**src/rtl/otp_xor.sv**
```systemverilog
// One-time-pad XOR engine for a block of nibbles held in RAM.
// For every 16-nibble group it requests a fresh 64-bit pad. It then streams
// 16 read addresses, and writes (read data XOR pad nibble) one cycle behind
// each read. The block is finished when the ADDR_W-bit nibble counter wraps.
// ADDR_W must be at least 4 so that a block holds whole 16-nibble groups.
module otp_xor #(
  parameter int ADDR_W = 10
) (
  input  logic              iclk,
  input  logic              irst,
  input  logic              istart,
  output logic              ogen_otp,
  input  logic              iotp_ready,
  input  logic [63:0]       iotp,
  output logic [ADDR_W-1:0] ord_addr,
  input  logic [3:0]        irdata,
  output logic [ADDR_W-1:0] owr_addr,
  output logic [3:0]        owdata,
  output logic              owrite_en,
  output logic              obusy,
  output logic              odone
);

  typedef enum logic [2:0] {
    ST_IDLE = 3'd0,
    ST_REQ  = 3'd1,
    ST_WAIT = 3'd2,
    ST_XOR  = 3'd3,
    ST_DONE = 3'd4
  } state_t;

  // Pad nibble idx, counted from the most significant nibble:
  // idx 0 -> pad[63:60], idx 15 -> pad[3:0].
  function automatic logic [3:0] pad_nibble(input logic [63:0] pad, input logic [3:0] idx);
    logic [5:0] lsb;
    lsb = {~idx, 2'b00};
    return pad[lsb +: 4];
  endfunction

  state_t            state_q;
  logic [ADDR_W-1:0] cnt_q;      // address of the next nibble to read
  logic [63:0]       pad_q;
  logic [ADDR_W-1:0] rd_addr_q;
  logic [ADDR_W-1:0] wr_addr_q;
  logic [3:0]        wnib_q;     // pad nibble that belongs to wr_addr_q
  logic              wr_en_q;
  logic              gen_q;
  logic              busy_q;
  logic              done_q;

  logic [ADDR_W-1:0] cnt_d;
  logic [3:0]        nib_d;

  // Counter increment and the pad nibble for the address being read.
  always_comb begin
    cnt_d = cnt_q + {{(ADDR_W-1){1'b0}}, 1'b1};
    nib_d = pad_nibble(pad_q, rd_addr_q[3:0]);
  end

  // Control FSM together with the read address and the one-cycle write stage.
  always_ff @(posedge iclk or posedge irst) begin
    if (irst) begin
      state_q   <= ST_IDLE;
      cnt_q     <= {ADDR_W{1'b0}};
      pad_q     <= 64'h0;
      rd_addr_q <= {ADDR_W{1'b0}};
      wr_addr_q <= {ADDR_W{1'b0}};
      wnib_q    <= 4'h0;
      wr_en_q   <= 1'b0;
      gen_q     <= 1'b0;
      busy_q    <= 1'b0;
      done_q    <= 1'b0;
    end else begin
      // Every read issued in XOR is written back on the next cycle,
      // whichever state follows.
      wr_en_q <= (state_q == ST_XOR);
      if (state_q == ST_XOR) begin
        wr_addr_q <= rd_addr_q;
        wnib_q    <= nib_d;
      end

      case (state_q)
        ST_IDLE: begin
          gen_q  <= 1'b0;
          done_q <= 1'b0;
          if (istart) begin
            state_q <= ST_REQ;
            cnt_q   <= {ADDR_W{1'b0}};
            gen_q   <= 1'b1;
            busy_q  <= 1'b1;
          end
        end
        ST_REQ: begin
          gen_q   <= 1'b0;
          state_q <= ST_WAIT;
        end
        ST_WAIT: begin
          if (iotp_ready) begin
            pad_q     <= iotp;
            rd_addr_q <= cnt_q;
            cnt_q     <= cnt_d;
            state_q   <= ST_XOR;
          end
        end
        ST_XOR: begin
          if (cnt_q[3:0] != 4'd0) begin
            rd_addr_q <= cnt_q;
            cnt_q     <= cnt_d;
          end else if (cnt_q == {ADDR_W{1'b0}}) begin
            state_q <= ST_DONE;
            done_q  <= 1'b1;
          end else begin
            state_q <= ST_REQ;
            gen_q   <= 1'b1;
          end
        end
        ST_DONE: begin
          done_q  <= 1'b0;
          busy_q  <= 1'b0;
          state_q <= ST_IDLE;
        end
        default: begin
          gen_q   <= 1'b0;
          done_q  <= 1'b0;
          busy_q  <= 1'b0;
          state_q <= ST_IDLE;
        end
      endcase
    end
  end

  assign ogen_otp  = gen_q;
  assign ord_addr  = rd_addr_q;
  assign owr_addr  = wr_addr_q;
  assign owrite_en = wr_en_q;
  assign obusy     = busy_q;
  assign odone     = done_q;
  // The RAM data arrives during the write cycle, so only this XOR is combinational.
  assign owdata    = wr_en_q ? (irdata ^ wnib_q) : 4'h0;

endmodule

```
**config.mk**
```make
export PLATFORM = sky130hd
export DESIGN_NAME = otp_xor
export DESIGN_NICKNAME = d
export VERILOG_FILES = /design/src/rtl/otp_xor.sv
export SDC_FILE = /design/constraint.sdc
export NUM_CORES = 1
export LEC_CHECK = 0
export CAP_MARGIN = 20
export CORE_UTILIZATION = 40
export DETAILED_ROUTE_END_ITERATION = 7
export SLEW_MARGIN = 30
export SYNTH_ARGS = -nofsm -noshare
export SYNTH_HDL_FRONTEND = slang
export SYNTH_SLANG_ARGS = --single-unit
```
**constraint.sdc**
```tcl
create_clock -name iclk -period 9 [get_ports iclk]
set_clock_uncertainty 0.05 [all_clocks]
set_input_delay 1.8 -clock iclk [delete_from_list [all_inputs] [get_ports iclk]]
set_output_delay 1.8 -clock iclk [all_outputs]
set_load 0.005 [all_outputs]
```
## Yosys cells after proc, flatten, opt, wreduce, memory -nomap -nowiden

Index checks and enable logic that the tools add are counted.

| operators by class | value |
|---|---|
| shifts and indexed selects | 1 |
| mux-type cells | 22 |
| equality and inequality tests | 10 |
| reduce and logical (&&, ||, !) cells | 15 |
| bitwise logic cells | 5 |
| add/sub/neg operators | 1 |

Operators by type and width:

| operator | number |
|---|---|
| $shiftx 64x7->4 | 1 |
| $mux 10 | 5 |
| $pmux 10 s3 | 1 |
| $pmux 10 s2 | 1 |
| $mux 3 | 4 |
| $pmux 3 s4 | 1 |
| $reduce_and 3->1 | 4 |
| $add 10x1->10 const B | 1 |
| $logic_not 10->1 | 1 |
| $ne 2x2->1 const B | 4 |
| $eq 3x2->1 const B | 2 |
| $mux 1 | 6 |
| $mux 4 | 1 |
| $ne 2x1->1 const B | 2 |
| $not 4->4 | 1 |
| $pmux 1 s2 | 2 |
| $reduce_and 2->1 | 2 |
| $reduce_and 4->1 | 1 |
| $reduce_bool 4->1 | 1 |
| $reduce_or 2->1 | 2 |
| $xor 4x4->4 | 1 |
| $eq 3x1->1 const B | 1 |
| $eq 3x3->1 const B | 1 |
| $logic_not 3->1 | 1 |
| other kinds (5) | 7 |

| word-level totals | value |
|---|---|
| word-level logic and storage cells | 64 |
| output and inout bits | 28 |
| bits of input ports | 72 |
| bits in registers | 105 |

## Longest topological paths before layout

Gate-level depths: netlist of the first run.

| depth | value |
|---|---|
| word-level depth | 4 |
| mapped depth | 7 |
| depth with buffers taken out | 6 |

## Worst setup path after synthesis of the first run

No wires, ideal clock.

| timing | value |
|---|---|
| path type | in2out |
| from | input irdata[3] |
| to | output owdata[3] |
| setup slack | 5.077 ns |
| required time | 7.150 ns |
| data arrival time | 2.073 ns |
| buffers on the path | 0 |
| cell stages on the path | 2 |
| cells stage by stage | xor2_1 and2_1 |

| on the way | value |
|---|---|
| longest elaborated chain between the ends | 2 |

Ends and longest elaborated chain:

| item | RTL line | source |
|---|---|---|
| start: declaration | 16 | `input logic [3:0] irdata,` |
| $xor 4x4->4 | 139 | `assign owdata = wr_en_q ? (irdata ^ wnib_q) : 4'h0;` |
| $mux 4 | 139 |  |
| end: declaration | 18 | `output logic [3:0] owdata,` |

Every way passes these cells.

## Final worst setup path of the first run

| timing | value |
|---|---|
| from | input irdata[1] |
| to | output owdata[1] |

Same word-level chain as after synthesis.

==> results.md, run 1 <==
* DR pass1 iterations at 8
* CP Launch Point: irdata[1]
* CP max FO at 1
* Area grow syn2layout at 27.8%
* Min Tclk post-route at between 5 and 6 ns
* Total of warnings raised by yosys at 0
* Top cells by area, synth: dfrtp_1, mux2_2, mux4_2
* Std-Cell Rows at 39
* Failing checks: DRC
* Area share of the largest cell type after synthesis at ~54%
* Netlist cell types at 47
* Async set-reset flop share out of synthesis at 100%
* Critical Path End: owdata[1]
* Net count, final at between 500 and 600
* Final wirelength at 10.3 mm
* RSZ-0062 raised after global routing: no
* Sequential share of the synthesized area at between 50% and 60%
* Worst setup SP type: primary input
* Setup_tns at 0 ns
* Period Utilization, post-route at around 56%
* Synth Register Bits at roughly 110
* Clk network pwr share at about a fifth
* Initial antenna violation count at 0
* Placed insts at 588
* # DRC at 7
* H-tree depth at 3
* GP Congestion at about 0.78
* EDFF count, synth at 0
* Slew Viols, Final at 0
* CTS tree: done
* Port bufs at between 90 and 100
* Root buffer cell: clkbuf_16
* Final Non-Filler Cells at around 600
* Die height at between 100 and 150 um
* Power share of the combinational group at ~40%
* All-layer global routing usage at 17.8%
* Ant diodes at 0
* CP Class: primary input to output port
* Cell area power density at between 300 and 400 nW/um^2
* Effective utilization at floorplan at between 40% and 50%
* Synth Cell Area at around 4800 um^2
* Die W at between 100 and 150 um
* Setup violators final at 0
* Max transition margin at 44.3%
* GR Overflow Total at 0
* Leak pwr at between 0.002 and 0.003 uW
* Fmax at about 0.2 GHz
* Arr. time, crit path at around 3.2 ns
* R2r startpoint: state_q[2]
* Core area at between 10000 and 15000 um^2
* Int Pwr at roughly 1400 uW
* Syn Inst Count at ~360
* Reg-to-reg critical path endpoint: pad_q[55]
* Avg Vias per Cell at 5.23
* Count leader, synth: dfrtp_1
* Largest net degree at the start of global routing at 66
* Deepest clock path buffer count at 2
* Clock transition at path regs at 0.06 ns
* DR vias at about 3200
* Req. time, crit path at between 7 and 8 ns
* Clock sink count at ~110
* Status: finished with violations
* CP endpoint kind: output port
* CTS Buf Count at 9
* Later-pin clock latency in the skew report at 0.34 ns
* Routed WL per cell at around 17 um
* Global-route wire length before repair at 17.2 mm
* Share of layout cells above drive strength 1 at between 20% and 30%
* Largest area contributor in the netlist: dfrtp_1
* CTS Hold Buffers Added at 0
* DIE AREA at 12500 um^2
* Post-synth top cells: dfrtp_1, mux2_2, nand2_1
* Sw frac at approximately a third
* Post-CTS Setup Bufs at 0
* Syn avg cell area at about 13 um^2
* HP Class: flop to flop
* Maximum vdd drop at 123 uV
* R2R depth at 4
* PostCTS Resize Cnt at 0
* DR iter-0 viols at 156
* Io pins at 100
* Psw at a little under 700 uW
* Slew @ Worst Pin at about 0.84 ns
* DP HPWL at approximately 7.2 mm
* Syn Nets at 438
* Sequential share of power at 41.5%
* Post-route ant nets at 0
* Dominant synthesized flop cell: dfrtp_1
* Max Cap Viol at 0
* Final Hold Violating Endpoints at 0
* Vias in the first global route at 3289
* Worst reg2reg setup slack at 6.63 ns
-- worst max-delay path, stage by stage --
cell and delay (ns):
clkdlybuf4s50_1 0.50, xor2_1 0.23, and2_1 0.16, clkdlybuf4s50_1 0.49
-- logic make-up (layout without fill, tap and decap cells) --
| group | Yosys count | after routing | synth area share [%] |
|---|---|---|---|
| AOI/OAI and AO/OA | 34 | 34 | 5.81 |
| xor gates and xnor gates | 11 | 11 | 2.00 |
| DFF | 105 | 105 | 54.5 |
| adders and majority gates | 2 | 2 | 0.519 |
| and+or+nand+nor | 87 | 87 | 9.00 |
| buffers and inverters | 31 | 127 | 4.07 |
| muxes | 94 | 94 | 24.1 |
-- power groups by stage --
stage / logic, uW / registers, uW / clock network (uW)
floorplan: 649 / 803 / 0
global placement: 825 / 872 / 0
detailed placement: 843 / 881 / 0
CTS: 846 / 872 / 407
global route: 919 / 905 / 427
finish: 834 / 871 / 393
-- how the worst min path moves through the flow --
| stage | from | end | cells past startpoint |
|---|---|---|---|
| 2_1_floorplan | owr_addr[1] | owr_addr[1] | 2 |
| 3_3_place_gp | owr_addr[4] | owr_addr[4] | 2 |
| 3_5_place_dp | owr_addr[4] | owr_addr[4] | 2 |
| 4_1_cts | owr_addr[4] | owr_addr[4] | 2 |
| 5_1_grt | obusy | obusy | 1 |
| 6_report | owr_addr[7] | owr_addr[7] | 2 |
-- flip-flops by register name, summed over array words and instances, names as in the netlist --
signal / count
cnt_q: 10
obusy: 1
odone: 1
ogen_otp: 1
ord_addr: 10
owr_addr: 10
owrite_en: 1
pad_q: 64
state_q: 3
wnib_q: 4
-- area by class of cell --
| type | count | area (um^2) |
|---|---|---|
| fill | 1044 | 5400 |
| sequential | 105 | 2630 |
| multi-input combinational | 228 | 2000 |
| timing repair buffer | 103 | 1020 |
| clock buffer | 13 | 260 |
| tap | 143 | 179 |
| clock inverter | 2 | 37.5 |
| inverter | 9 | 36.3 |
-- per-layer routing --
metal / track usage [%] / wire (um)
met4: 6.94 / 184
met3: 4.90 / 653
met5: 0 / 0
met2: 27.0 / 4630
met1: 24.2 / 4840
-- stage by stage --
step | hold WS (ns) | area, um^2 | setup slack (ns) | utilization [%] | total power, uW
floorplan | 0.420 | 4820 | 4.39 | - | 1450
global placement | 0.410 | 5870 | 3.98 | 50.7 | 1700
detailed placement | 0.412 | 5870 | 3.98 | 50.7 | 1720
CTS | 0.430 | 6160 | 3.98 | 53.3 | 2130
global route | 0.452 | 6160 | 3.94 | 53.3 | 2250
finish | 0.424 | 6160 | 3.97 | 53.3 | 2100
-- cell usage in the layout (no fill, tap or decap), drive strengths merged, types with 7 or more instances in the layout --
cell / instances
nor2: 18
clkbuf: 13
xnor2: 7
clkdlybuf4s50: 99
mux2: 77
nand2: 38
dfrtp: 105
inv: 8
mux4: 10
a2111oi: 8
mux2i: 7
Power figures use the tool's default switching activity.
==> run 2, diff against run 1 <==
Settings changed: PLACE_DENSITY set to 0.67.
Clock period 9 ns to 4.05 ns, I/O delays scaled along.
==> results.md, run 2 (synthesized netlist as in run 1, its figures left out) <==
* Failing checks: DRC
* DR pass1 iterations at 6
* R2r startpoint: ord_addr[1]
* CTS tree: done
* Post-route ant nets at 0
* Port bufs at 99
* Fmax at 0.328 GHz
* Later-pin clock latency in the skew report at ~0.33 ns
* Cell area power density at approximately 750 nW/um^2
* Final wirelength at slightly above 10 mm
* Deepest clock path buffer count at 2
* Post-CTS Setup Bufs at 0
* Status: finished with violations
* Die height at 112 um
* CTS Buf Count at 9
* HP Class: flop to flop
* Area grow syn2layout at 27.6%
* DIE AREA at about 12000 um^2
* Net count, final at 530
* Avg Vias per Cell at 5.28
* CP endpoint kind: output port
* CP Launch Point: irdata[1]
* Commonest non-fill, non-tap cell in the layout: dfrtp_1
* Die W at 112 um
* Max reg flops at 64
* Req. time, crit path at between 3 and 4 ns
* Final Hold Violating Endpoints at 0
* Arr. time, crit path at roughly 2.2 ns
* Min Tclk post-route at just over 3 ns
* # DRC at 7
* GR Overflow Total at 0
* DR iter-0 viols at 130
* Clock transition at path regs at around 0.070 ns
* Critical path's largest stage delay at 0.50 ns
* CP Class: primary input to output port
* Largest net degree at the start of global routing at 65
* Std-Cell Rows at 39
* DR vias at 3192
* Period Utilization, post-route at 75.2%
* Initial antenna violation count at 0
* Global-route wire length before repair at 17.0 mm
* Vias in the first global route at roughly 3400
* Clock sink count at 105
* PostCTS Resize Cnt at 0
* DP HPWL at about 7.4 mm
* Worst setup SP type: primary input
* Largest delay contributor family on the critical path: buffers and inverters
* Worst reg2reg setup slack at around 1.7 ns
* Ant diodes at 0
* GP Congestion at roughly 0.75
* Most frequent cells in the layout: dfrtp_1, clkdlybuf4s50_1, mux2_2
* Slew Viols, Final at 0
* Buffers & Inverters on Critical Path at 2
* Finished layout cell area at approximately 6000 um^2
* Psw at ~1500 uW
* R2R depth at 5
* Effective utilization at floorplan at between 40% and 50%
* Maximum vdd drop at between 200 and 300 uV
* Hold Slack at 0.424 ns
* Clk network pwr share at around 17%
* All-layer global routing usage at between 10% and 20%
* Max transition margin at between 40% and 50%
* Top reg by flops: pad_q
* Placed cell area at 5880 um^2
* Slew @ Worst Pin at between 0.8 and 0.9 ns
* CTS Hold Buffers Added at 0
* Sequential share of power at a little over two fifths
* Routed WL per cell at roughly 17 um
* Core area at about 12000 um^2
* Setup violators final at 0
* Setup_tns at 0 ns
* Leak pwr at approximately 0.0025 uW
* Most used cell, CP: clkdlybuf4s50_1
* RSZ-0062 raised after global routing: no
* Max Cap Viol at 0
* Slowest-stage cell, CP: clkdlybuf4s50_1
* Power share of the combinational group at roughly two fifths
* H-tree depth at 3
* Share of layout cells above drive strength 1 at around 26%
* Critical Path End: owdata[1]
* Int Pwr at 3070 uW
* Sw frac at between 30% and 40%
* Io pins at 100
* Instance count on the critical path at 4
* CP max FO at 1
* Worst-path cell chain: clkdlybuf4s50_1 > xor2_1 > and2_1 > clkdlybuf4s50_1
* Root buffer cell: clkbuf_16
* Reg-to-reg critical path endpoint: wnib_q[1]
## run 2: how the worst min path moves through the flow
| stage | slack, ns | startpoint | depth (start not counted) | to |
|---|---|---|---|---|
| 6_report | 0.42 | owr_addr[5] | 2 | owr_addr[5] |
| 4_1_cts | 0.43 | owr_addr[9] | 2 | owr_addr[9] |
| 3_5_place_dp | 0.41 | owr_addr[9] | 2 | owr_addr[9] |
| 2_1_floorplan | 0.42 | owr_addr[1] | 2 | owr_addr[1] |
| 5_1_grt | 0.45 | owr_addr[9] | 2 | owr_addr[9] |
| 3_3_place_gp | 0.41 | owr_addr[1] | 2 | owr_addr[1] |
## run 2: power by group through the flow
stage | Sequential [uW] | Combinational, uW | Clock, uW
final | 1970 | 1830 | 800
after global routing | 2040 | 2000 | 875
after CTS | 1970 | 1850 | 830
after detailed placement | 1990 | 1850 | 0
after global placement | 1960 | 1800 | 0
after floorplan | 1790 | 1440 | 0
## run 2: final cells by class
cell class                      instances  area [um^2]
Fill cell                            1008         5410
Sequential cell                       105         2630
Multi-Input combinational cell        228         2000
Timing Repair Buffer                  103         1030
Clock buffer                           11          243
Tap cell                              143          179
Inverter                                9         36.3
Clock inverter                          5         31.3
## run 2: stage by stage
| stage | setup WS [ns] | total power [uW] | utilization (%) | cells |
|---|---|---|---|---|
| after floorplan | 0.429 | 3230 | - | 364 |
| after global placement | 1.00 | 3760 | 50.8 | 588 |
| after detailed placement | 0.997 | 3840 | 50.8 | 588 |
| after CTS | 0.997 | 4660 | 53.2 | 604 |
| after global routing | 0.964 | 4920 | 53.2 | 604 |
| final | 1.00 | 4600 | 53.2 | 604 |
## run 2: tightest hold or removal path, delay by kind of cell (launching register included)
family           cells  cell delay, ns
DFF                  1            0.34
and+or+nand+nor      2            0.10
## run 2: layer usage
| metal | vias to the layer above | GRT usage, % | part of all wire [%] |
|---|---|---|---|
| met3 | 12 | 3.10 | 4.1 |
| met1 | 1611 | 22.5 | 44 |
| met2 | 80 | 29.7 | 49 |
| met5 | - | 0 | 0 |
| met4 | 0 | 7.75 | 1.9 |
| li1 | 1489 | - | - |
